[src/rtl/quad_decoder_if.sv]
// Encoder pins, control and status bundle for quad_decoder.
// The decoder connects through the slave modport; its driver uses master.
interface quad_decoder_if #(
    parameter int unsigned WIDTH = 16
);
    logic             enable;
    logic             a_in;
    logic             b_in;
    logic             idx_in;
    logic             load;
    logic [WIDTH-1:0] data;
    logic             clr_err;
    logic [WIDTH-1:0] count;
    logic             dir;
    logic             step;
    logic             err;
    logic [WIDTH-1:0] cap;
    logic             cap_valid;

    modport master (
        output enable, a_in, b_in, idx_in, load, data, clr_err,
        input  count, dir, step, err, cap, cap_valid
    );

    modport slave (
        input  enable, a_in, b_in, idx_in, load, data, clr_err,
        output count, dir, step, err, cap, cap_valid
    );
endinterface

[src/rtl/quad_decoder.sv]
// Quadrature decoder: synchronizes and filters A/B/index pins, decodes
// up/down steps into a position counter, flags illegal jumps, captures on index.
module quad_decoder #(
    parameter int unsigned WIDTH  = 16,
    parameter int unsigned FILTER = 2
) (
    input logic           clk,
    input logic           reset,
    quad_decoder_if.slave bus
);
    localparam int unsigned FCW = (FILTER > 1) ? $clog2(FILTER) : 1;
    localparam int unsigned ICW = $clog2(FILTER + 3);

    typedef enum logic {ST_INIT, ST_RUN} state_e;

    // Channel bit order in the pin vectors: [2] = A, [1] = B, [0] = index.
    logic [2:0]          sync1_q, sync1_d;
    logic [2:0]          sync2_q, sync2_d;
    logic [2:0]          filt_q, filt_d;
    logic [2:0][FCW-1:0] fcnt_q, fcnt_d;
    logic [1:0]          prev_ab_q, prev_ab_d;
    logic                prev_idx_q, prev_idx_d;
    state_e              state_q, state_d;
    logic [ICW-1:0]      init_cnt_q, init_cnt_d;
    logic [WIDTH-1:0]    count_q, count_d;
    logic                dir_q, dir_d;
    logic                step_q, step_d;
    logic                err_q, err_d;
    logic [WIDTH-1:0]    cap_q, cap_d;
    logic                cap_valid_q, cap_valid_d;

    logic [1:0] cur_ab;
    logic [1:0] moved;
    logic       illegal;
    logic       legal;
    logic       up;
    logic       idx_rise;
    logic       run;

    always_comb begin
        sync1_d = {bus.a_in, bus.b_in, bus.idx_in};
        sync2_d = sync1_q;
        filt_d  = filt_q;
        fcnt_d  = fcnt_q;
        // A filtered bit flips only after FILTER consecutive disagreeing samples.
        for (int i = 0; i < 3; i++) begin
            if (sync2_q[i] == filt_q[i]) begin
                fcnt_d[i] = '0;
            end else if (fcnt_q[i] == FCW'(FILTER - 1)) begin
                filt_d[i] = sync2_q[i];
                fcnt_d[i] = '0;
            end else begin
                fcnt_d[i] = fcnt_q[i] + FCW'(1);
            end
        end

        cur_ab   = filt_q[2:1];
        moved    = cur_ab ^ prev_ab_q;
        illegal  = (moved == 2'b11);
        legal    = (moved != 2'b00) && !illegal;
        // A leads: the new A equals the old B inverted on every forward step.
        up       = cur_ab[1] ^ prev_ab_q[0];
        idx_rise = filt_q[0] & ~prev_idx_q;
        run      = (state_q == ST_RUN);

        state_d     = state_q;
        init_cnt_d  = init_cnt_q;
        prev_ab_d   = cur_ab;
        prev_idx_d  = filt_q[0];
        count_d     = count_q;
        dir_d       = dir_q;
        step_d      = 1'b0;
        err_d       = err_q;
        cap_d       = cap_q;
        cap_valid_d = 1'b0;

        if (state_q == ST_INIT) begin
            if (init_cnt_q == ICW'(FILTER + 2)) begin
                state_d = ST_RUN;
            end else begin
                init_cnt_d = init_cnt_q + ICW'(1);
            end
        end

        if (bus.load) begin
            count_d = bus.data;
        end else if (run && legal && bus.enable) begin
            count_d = up ? count_q + WIDTH'(1) : count_q - WIDTH'(1);
            dir_d   = up;
            step_d  = 1'b1;
        end

        if (bus.clr_err) begin
            err_d = 1'b0;
        end
        if (run && illegal) begin
            err_d = 1'b1;
        end

        if (run && idx_rise) begin
            cap_d       = count_q;
            cap_valid_d = 1'b1;
        end
    end

    always_ff @(posedge clk) begin
        if (reset) begin
            sync1_q     <= '0;
            sync2_q     <= '0;
            filt_q      <= '0;
            fcnt_q      <= '0;
            prev_ab_q   <= '0;
            prev_idx_q  <= 1'b0;
            state_q     <= ST_INIT;
            init_cnt_q  <= '0;
            count_q     <= '0;
            dir_q       <= 1'b0;
            step_q      <= 1'b0;
            err_q       <= 1'b0;
            cap_q       <= '0;
            cap_valid_q <= 1'b0;
        end else begin
            sync1_q     <= sync1_d;
            sync2_q     <= sync2_d;
            filt_q      <= filt_d;
            fcnt_q      <= fcnt_d;
            prev_ab_q   <= prev_ab_d;
            prev_idx_q  <= prev_idx_d;
            state_q     <= state_d;
            init_cnt_q  <= init_cnt_d;
            count_q     <= count_d;
            dir_q       <= dir_d;
            step_q      <= step_d;
            err_q       <= err_d;
            cap_q       <= cap_d;
            cap_valid_q <= cap_valid_d;
        end
    end

    assign bus.count     = count_q;
    assign bus.dir       = dir_q;
    assign bus.step      = step_q;
    assign bus.err       = err_q;
    assign bus.cap       = cap_q;
    assign bus.cap_valid = cap_valid_q;
endmodule

[src/flat_wrapper.sv]
// flat-port wrapper written by rule: the top's interface ports become plain ports
module quad_decoder_flat 
#(
    parameter int unsigned WIDTH  = 16,
    parameter int unsigned FILTER = 2
)
  (clk, reset, bus_enable, bus_a_in, bus_b_in, bus_idx_in, bus_load, bus_data, bus_clr_err, bus_count, bus_dir, bus_step, bus_err, bus_cap, bus_cap_valid);
  quad_decoder_if #(.WIDTH(WIDTH)) bus_i ();
  input logic clk;
  input logic reset;
  input wire logic [$bits(bus_i.enable)-1:0] bus_enable;
  input wire logic [$bits(bus_i.a_in)-1:0] bus_a_in;
  input wire logic [$bits(bus_i.b_in)-1:0] bus_b_in;
  input wire logic [$bits(bus_i.idx_in)-1:0] bus_idx_in;
  input wire logic [$bits(bus_i.load)-1:0] bus_load;
  input wire logic [$bits(bus_i.data)-1:0] bus_data;
  input wire logic [$bits(bus_i.clr_err)-1:0] bus_clr_err;
  output wire logic [$bits(bus_i.count)-1:0] bus_count;
  output wire logic [$bits(bus_i.dir)-1:0] bus_dir;
  output wire logic [$bits(bus_i.step)-1:0] bus_step;
  output wire logic [$bits(bus_i.err)-1:0] bus_err;
  output wire logic [$bits(bus_i.cap)-1:0] bus_cap;
  output wire logic [$bits(bus_i.cap_valid)-1:0] bus_cap_valid;
  assign bus_i.enable = bus_enable;
  assign bus_i.a_in = bus_a_in;
  assign bus_i.b_in = bus_b_in;
  assign bus_i.idx_in = bus_idx_in;
  assign bus_i.load = bus_load;
  assign bus_i.data = bus_data;
  assign bus_i.clr_err = bus_clr_err;
  assign bus_count = bus_i.count;
  assign bus_dir = bus_i.dir;
  assign bus_step = bus_i.step;
  assign bus_err = bus_i.err;
  assign bus_cap = bus_i.cap;
  assign bus_cap_valid = bus_i.cap_valid;
  quad_decoder #(.WIDTH(WIDTH), .FILTER(FILTER)) u_core (.clk(clk), .reset(reset), .bus(bus_i));
endmodule
[config.mk]
export PLATFORM = sky130hd
export DESIGN_NAME = quad_decoder_flat
export DESIGN_NICKNAME = d
export VERILOG_FILES = /design/src/rtl/quad_decoder_if.sv /design/src/rtl/quad_decoder.sv /design/src/flat_wrapper.sv
export SDC_FILE = /design/constraint.sdc
export NUM_CORES = 1
export LEC_CHECK = 0
export CAP_MARGIN = 30
export CELL_PAD_IN_SITES_DETAIL_PLACEMENT = 1
export CELL_PAD_IN_SITES_GLOBAL_PLACEMENT = 1
export CORE_MARGIN = 2
export CORE_UTILIZATION = 34
export DETAILED_ROUTE_END_ITERATION = 8
export PLACE_DENSITY = 0.83
export SYNTH_ARGS = -nofsm -noshare
export SYNTH_HDL_FRONTEND = slang
export SYNTH_SLANG_ARGS = --single-unit
[constraint.sdc]
create_clock -name clk -period 3.32 [get_ports clk]
set_clock_uncertainty 0.1 [all_clocks]
set_input_delay 0.332 -clock clk [delete_from_list [all_inputs] [get_ports clk]]
set_output_delay 0.332 -clock clk [all_outputs]
set_load 0.05 [all_outputs]
Word-level counts from Yosys, hierarchy flattened
Index checks and enable logic that the tools add are counted. W data, S select, Z words.

Register bits after elaboration: 55. Bits of input ports: 24. Output and inout bits: 36. Word-level logic and storage cells: 66.

Add/sub/neg operators: 6. Equality and inequality tests: 5. Mux-type cells: 9. Bitwise logic cells: 10. Reduce and logical (&&, ||, !) cells: 18.

Operator list (count): $mux W16 (3); $add A16 B1 Y16 const B (1); $sub A16 B1 Y16 const B (1); $reduce_and A2 Y1 (5); $reduce_or A3 Y1 (3); $not A1 Y1 (7); $mux W1 (6); $reduce_bool A2 Y1 (3); $logic_and A1 B1 Y1 (5); $add A1 B1 Y1 const B (3); $add A3 B1 Y3 const B (1); $eq A1 B1 Y1 (3); $eq A3 B3 Y1 const B (1); $eq A2 B2 Y1 const B (1); $reduce_or A2 Y1 (1); $xor A2 B2 Y2 (1); $and A1 B1 Y1 (1); $logic_not A1 Y1 (1); $xor A1 B1 Y1 (1).

Longest topological paths before layout
Gate-level depths: netlist (run 1).

Depth after elaboration: 8. Depth in mapped cells: 12. Mapped depth without buffers: 9.

Least setup slack after synthesis (run 1)
Ideal clock, no wire load.

Path type: reg2reg. From: register u_core.filt_q[2]. To: register u_core.count_q[10], in the netlist u_core.bus.count[10]. Library setup time: 0.079 ns. Arrival: 3.203 ns. Required time: 3.141 ns. Slack: -0.062 ns. Cell stages (with the launch flop): 13. Path buffers: 3. Period minus slack after synthesis: 3.382 ns. Path through: dfxtp_1 -> clkbuf_8 -> xor2_1 -> clkbuf_1 -> buf_2 -> xnor2_1 -> ha_1 -> or4_4 -> o211a_4 -> or4b_4 -> a21oi_2 -> xnor2_1 -> a211oi_2.

Longest elaborated chain between the ends: 7. Elaborated cells on any way between the ends: 12. Those cells by class: eq/ne (1); mux (3); bitwise (2); reduce/logical (6).

Ends and longest elaborated chain: start, declared (RTL line quad_decoder.sv:19) `logic [2:0] filt_q, filt_d;`; start signal, assigned (RTL line quad_decoder.sv:125) `filt_q <= filt_d;`; $xor A2 B2 Y2 (RTL line quad_decoder.sv:58) `moved = cur_ab ^ prev_ab_q;`; $eq A2 B2 Y1 (RTL line quad_decoder.sv:59) `illegal = (moved == 2'b11);`; $logic_not A1 Y1 (RTL line quad_decoder.sv:60) `legal = (moved != 2'b00) && !illegal;`; $logic_and A1 B1 Y1 (RTL line quad_decoder.sv:60); $logic_and A1 B1 Y1 (2 in a row) (RTL line quad_decoder.sv:87) `end else if (run && legal && bus.enable) begin`; $reduce_bool A2 Y1 (no source line); end signal, assigned (RTL line quad_decoder.sv:131) `count_q <= count_d;`; end, declared (RTL line quad_decoder.sv:25) `logic [WIDTH-1:0] count_q, count_d;`.

Several ways; a longest one is shown, not always the timed one. The select of a mux whose other input is x is not followed. A chain may end at the register's enable or synchronous reset.

Final worst setup path (run 1)
Same ends and word-level chain as after synthesis.

==> flow_summary.toml, run 1 <==
[run_status]
outcome = "complete, no violations"

[timing]
period_minus_slack_ns = 2.97
tightest_slew_ns = 0.904
fin_tns_setup_ns = 0
final_hold_viol_count = 0
fin_crit_sh = 0.896
fmax_mhz = 336
setup_violations = 0
max-slew-margin-rel = 0.393
rsz0062_at_grt = "no"
slew_violations = 0

[detailed_routing]
drc = 0
dr.pass1.iters = 4
vias_per_cell = 5.25
drt-total-wl_mm = 7.69
vias = 2601
wire_per_inst_um = 15.5
ant_nets = 0
drt_iter0_markers = 173

[synth]
yosys-top-cells-area = "dfxtp_1 39%, nand2_1 6.7%, a21oi_1 5.6%"
yosysSeqAreaShare = 0.386
synth.top_cell.area_share = 0.386
synthFlopType = "dfxtp_1"
yosys_warnings = 0
synth_cell_type_count = 51
synthCells = 343
synth_edf_count = 0
synthTopCellsByCount = "55 x dfxtp_1, 51 x nand2_1, 34 x nor2_1"
syn_avg_cell_area_sq_um = 8.32
async_flop_share = 0
yosysMostFrequentCell = "dfxtp_1"
ys_ff_latch = 55
yosysTopAreaCell = "dfxtp_1"
syn_nets = 371
netlist_area_sq_mm = 0.00285

[worst_hold_path]
min_path_type = "input pin to flop"

[floorplan]
core_area_sq_mm = 0.00818
rows = 33
num_io_pins = 60
dieHeight_um = 95.6
die_x_um = 95.6
start_util = 0.349
design.die.area_sq_mm = 0.00914

[clock_tree]
postCtsSetupBuffers = 0
clk_path_buf_depth = 2
cts.sinks = 55
cts_buffers = 5
insertion_delay_ns = 0.32
path_clk_slew_ns = 0.11
root_buffer = "clkbuf_8"
holdBufCountCts = 0
cts_resized = 0
cts_tree = "done"
htreeDepth = 2

[finish]
antenna_cells = 0
fin_cells = 495
fin_nets = 417
multi_input_area_sq_mm = 0.00150
fin_area_sq_mm = 0.00350
drive_gt1_frac = 0.0744
syn2layout_area_growth_pct = 22.8
fillCellCount = 1000
register_area_sq_mm = 0.00110

[power]
power_density_mw_per_mm2 = 399
sequentialPowerShare = 0.529
switching_share = 0.310
p_comb_frac = 0.192
power.switching_w = 0.000434
vdd_drop_max_uv = 210
clockPowerShare = 0.278
power.leakage_nw = 1.19
p_int_w = 0.000965

[placement]
dp_hpwl_mm = 5.45
port_buffers = 59
dp_cells = 486
gp_congestion = 0.867
placed_area_sq_mm = 0.00339

[global_route]
grt_antenna_before_repair = 0
grt_pass1_vias = 2626
grt_first_pass_wirelength_mm = 12.9
grt-ovfl-total = 0
grt_usage = 0.182
grt_start_max_net_pins = 57

[setup_path]
worstSetupEndpoint = "u_core.bus.count[10]"
ff2ff_path_depth = 9
path_class = "flop to flop"
path_max_fanout = 6
critPathLaunchType = "flop"
arrival_ns = 3.12
timing.rr.start = "u_core.filt_q[2]"
end_kind = "flop"
crit_path_start = "u_core.filt_q[2]"
r2r_slack_ns = 0.35
cp.required_ns = 3.47
rr_endpoint = "u_core.bus.count[10]"

[job]
drv_cap = 0
## registers in the layout (all words and copies together) (netlist names)
signal,count
u_core.bus.dir,1
u_core.init_cnt_q,3
u_core.prev_ab_q,2
u_core.bus.count,16
u_core.run,1
u_core.filt_q,3
u_core.sync1_q,3
u_core.bus.cap,16
u_core.fcnt_q,3
u_core.bus.cap_valid,1
u_core.prev_idx_q,1
u_core.sync2_q,3
u_core.bus.err,1
u_core.bus.step,1
## worst max-delay path: stages (launching register included)
cell and delay, ns:
dfxtp_1 0.49, xor2_1 0.27, xnor2_1 0.11, ha_1 0.25, or4_4 0.45, o211a_4 0.26
or4b_4 0.52, a21oi_2 0.16, xnor2_1 0.09, a211oi_2 0.21
## layout make-up
| cell class | instances | area share |
|---|---|---|
| repair buffers | 67 | 0.188 |
| clock buffers | 5 | 0.0196 |
| well taps | 105 | 0.0375 |
| inverters | 6 | 0.00643 |
| clock inverters | 3 | 0.00678 |
| multi-input cells | 254 | 0.428 |
| flip-flops and latches | 55 | 0.314 |
## routing by layer
layer / GRT usage / share of wire
met1: 0.231 / 0.44
met2: 0.303 / 0.50
met3: 0.0277 / 0.030
met4: 0.0857 / 0.024
met5: 0 / 0
## through the flow
step	worst slack (ns)	total power (W)	hold slack [ns]	util
after floorplan	0.0190	0.000942	0.314	-
after global placement	0.440	0.00101	0.317	0.415
after detailed placement	0.394	0.00102	0.330	0.415
after CTS	0.305	0.00141	0.356	0.426
after global routing	0.122	0.00147	0.363	0.429
final	0.347	0.00140	0.341	0.429
## power groups by stage
| stage | logic [W] | registers (W) | clock network, W |
|---|---|---|---|
| after global placement | 0.000257 | 0.000752 | 0 |
| after detailed placement | 0.000268 | 0.000756 | 0 |
| after global routing | 0.000299 | 0.000748 | 0.000427 |
| after floorplan | 0.000171 | 0.000771 | 0 |
| after CTS | 0.000269 | 0.000741 | 0.000403 |
| final | 0.000269 | 0.000740 | 0.000389 |
## cells in the final DEF (no fill, tap or decap), drive strengths merged, types with 3 or more instances in the layout
cell | synthesis | routed
inv | 6 | 7
xnor2 | 14 | 14
nand4 | 7 | 7
clkbuf | 18 | 5
and3 | 3 | 3
o21ai | 11 | 11
a311oi | 3 | 3
nor3 | 14 | 14
a21oi | 33 | 33
ha | 4 | 4
or3 | 5 | 5
nand3 | 11 | 11
nor2b | 9 | 9
xor2 | 5 | 5
buf | 9 | 9
a211oi | 4 | 4
clkdlybuf4s50 | 0 | 58
or4 | 5 | 5
nand2 | 51 | 51
mux2i | 10 | 10
dfxtp | 55 | 55
nor2 | 34 | 34
o221ai | 3 | 3
nor4 | 4 | 4
## kinds of logic (layout without fill, tap and decap cells)
group,Yosys count,count (layout),share of synthesized area
and+or+nand+nor,156,156,0.271
xor gates and xnor gates,19,19,0.0583
adders and majority gates,4,4,0.0175
muxes,10,10,0.0351
buffers and inverters,34,81,0.0890
AOI/OAI and AO/OA,65,65,0.143
DFF,55,55,0.386
## worst min path at each step
stage | from | to | slack (ns) | cells past startpoint
6_report | reset | u_core.filt_q[0] | 0.34 | 2
5_1_grt | reset | u_core.bus.cap_valid | 0.36 | 2
4_1_cts | u_core.fcnt_q[0] | u_core.fcnt_q[0] | 0.36 | 1
3_5_place_dp | u_core.sync1_q[1] | u_core.sync2_q[1] | 0.33 | 1
3_3_place_gp | u_core.sync1_q[2] | u_core.sync2_q[2] | 0.32 | 1
2_1_floorplan | u_core.sync1_q[0] | u_core.sync2_q[0] | 0.31 | 1
Power figures use the tool's default switching activity.
==> inputs of run 2 (changes only) <==
--- a/config.mk
+++ b/config.mk
@@ -5,13 +5,14 @@
 export SDC_FILE = /design/constraint.sdc
 export NUM_CORES = 1
 export LEC_CHECK = 0
-export CAP_MARGIN = 30
+export CAP_MARGIN = 10
 export CELL_PAD_IN_SITES_DETAIL_PLACEMENT = 1
 export CELL_PAD_IN_SITES_GLOBAL_PLACEMENT = 1
 export CORE_MARGIN = 2
 export CORE_UTILIZATION = 34
 export DETAILED_ROUTE_END_ITERATION = 8
 export PLACE_DENSITY = 0.83
+export SLEW_MARGIN = 20
 export SYNTH_ARGS = -nofsm -noshare
 export SYNTH_HDL_FRONTEND = slang
 export SYNTH_SLANG_ARGS = --single-unit
==> flow_summary.toml, run 2 (synthesis results as in run 1) <==
[job]
drv_cap = 0

[setup_path]
path_max_fanout = 6
crit_path_frequent_cell = "xnor2_1"
cp_top_family = "simple AND/OR/NAND/NOR gates"
crit_chain = "xor2_1 -> xnor2_1 -> ha_1 -> or4_4 -> o211a_4 -> or4b_4 -> a21oi_2 -> xnor2_1 -> a211oi_2"
cp_slowest_cell = "or4b_4"
path_buf_inv = 0
path_class = "flop to flop"
cp.required_ns = 3.39
slowest_delay_ns = 0.52
critPathLaunchType = "flop"
end_kind = "flop"
arrival_ns = 3.06

[finish]
layout.cells.most_common_list = "58 x clkdlybuf4s50_1, 55 x dfxtp_1, 51 x nand2_1"
fin_nets = 416
antenna_cells = 0
fin_area_sq_mm = 0.00348
fin_cells = 494
syn2layout_area_growth_pct = 22.1
final_common_cell = "clkdlybuf4s50_1"
drive_gt1_frac = 0.0720

[global_route]
grt_antenna_before_repair = 0
grt_first_pass_wirelength_mm = 12.9
grt-ovfl-total = 0
grt_start_max_net_pins = 57
grt_pass1_vias = 2626
grt_usage = 0.182

[placement]
dp_cells = 486
port_buffers = 59
dp_hpwl_mm = 5.45
placed_area_sq_mm = 0.00339
gp_congestion = 0.867
place_ws_ns = 0.394

[power]
vdd_drop_max_uv = 210
p_int_w = 0.000963
power.switching_w = 0.000432
power_density_mw_per_mm2 = 400
power.leakage_nw = 1.18
clockPowerShare = 0.278
p_comb_frac = 0.191
switching_share = 0.310
sequentialPowerShare = 0.531

[timing]
fmax_mhz = 334
setup_violations = 0
setup_slack_ns = 0.330
slew_violations = 0
rsz0062_at_grt = "no"
max-slew-margin-rel = 0.320
fin_crit_sh = 0.901
period_minus_slack_ns = 2.99
fin_tns_setup_ns = 0
tightest_slew_ns = 1.02
final_hold_viol_count = 0

[clock_tree]
postCtsSetupBuffers = 0
holdBufCountCts = 0
htreeDepth = 2
cts_tree = "done"
root_buffer = "clkbuf_8"
clk_path_buf_depth = 2
cts_buffers = 5
cts.sinks = 55
path_clk_slew_ns = 0.10
cts_resized = 0
insertion_delay_ns = 0.32

[detailed_routing]
ant_nets = 0
wire_per_inst_um = 15.5
drc = 0
vias = 2603
vias_per_cell = 5.27
drt_iter0_markers = 129
dr.pass1.iters = 4
drt-total-wl_mm = 7.68

[floorplan]
design.die.area_sq_mm = 0.00914
die_x_um = 95.6
start_util = 0.349
core_area_sq_mm = 0.00818
rows = 33
num_io_pins = 60
dieHeight_um = 95.6

[worst_hold_path]
min_path_type = "flop to flop"

[run_status]
outcome = "complete, no violations"
==> run 2: worst paths after layout <==
check                                       start              endpoint  slack, ns  cells after the start
worst max register to register   u_core.filt_q[2]  u_core.bus.count[10]       0.33                      9
worst min register to register  u_core.sync1_q[1]     u_core.sync2_q[1]       0.35                      1
worst min-delay path            u_core.sync1_q[1]     u_core.sync2_q[1]       0.35                      1
worst max-delay path             u_core.filt_q[2]  u_core.bus.count[10]       0.33                      9
==> run 2: cell type report <==
type,count,area (sq um)
Clock inverter,3,23.8
Sequential cell,55,1100
Clock buffer,5,68.8
Inverter,6,22.5
Timing Repair Buffer,66,638
Multi-Input combinational cell,254,1500
Fill cell,1001,4690
Tap cell,105,131
==> run 2: layer usage <==
layer  vias up  global-route usage  wire [um]
met4         0              0.0857        241
met2        66               0.303       3800
met1      1233               0.231       3350
met5         -                   0          0
met3        16              0.0277        288
li1       1288                   -          -
==> run 2: stage by stage <==
step	util	total power (W)	hold slack [ns]
3_3_place_gp	0.415	0.00101	0.317
4_1_cts	0.426	0.00141	0.356
6_report	0.426	0.00139	0.350
5_1_grt	0.426	0.00147	0.366
3_5_place_dp	0.415	0.00102	0.330
2_1_floorplan	-	0.000942	0.314
==> run 2: power groups by stage <==
stage | logic (W) | clock network (W) | registers, W
after floorplan | 0.000171 | 0 | 0.000771
after global placement | 0.000257 | 0 | 0.000752
after detailed placement | 0.000268 | 0 | 0.000756
after CTS | 0.000269 | 0.000403 | 0.000741
after global routing | 0.000297 | 0.000427 | 0.000748
final | 0.000267 | 0.000387 | 0.000740
==> inputs of run 3 (changes only) <==
--- a/config.mk
+++ b/config.mk
@@ -5,6 +5,7 @@
 export SDC_FILE = /design/constraint.sdc
 export NUM_CORES = 1
 export LEC_CHECK = 0
+export ABC_CLOCK_PERIOD_IN_PS = 3320
 export CAP_MARGIN = 10
 export CELL_PAD_IN_SITES_DETAIL_PLACEMENT = 1
 export CELL_PAD_IN_SITES_GLOBAL_PLACEMENT = 1
@@ -12,6 +13,7 @@
 export CORE_UTILIZATION = 34
 export DETAILED_ROUTE_END_ITERATION = 8
 export PLACE_DENSITY = 0.83
+export SKIP_LAST_GASP = 1
 export SLEW_MARGIN = 20
 export SYNTH_ARGS = -nofsm -noshare
 export SYNTH_HDL_FRONTEND = slang
==> results of run 3 <==
Same layout as run 2: the final DEF is identical, and so are final timing and power.
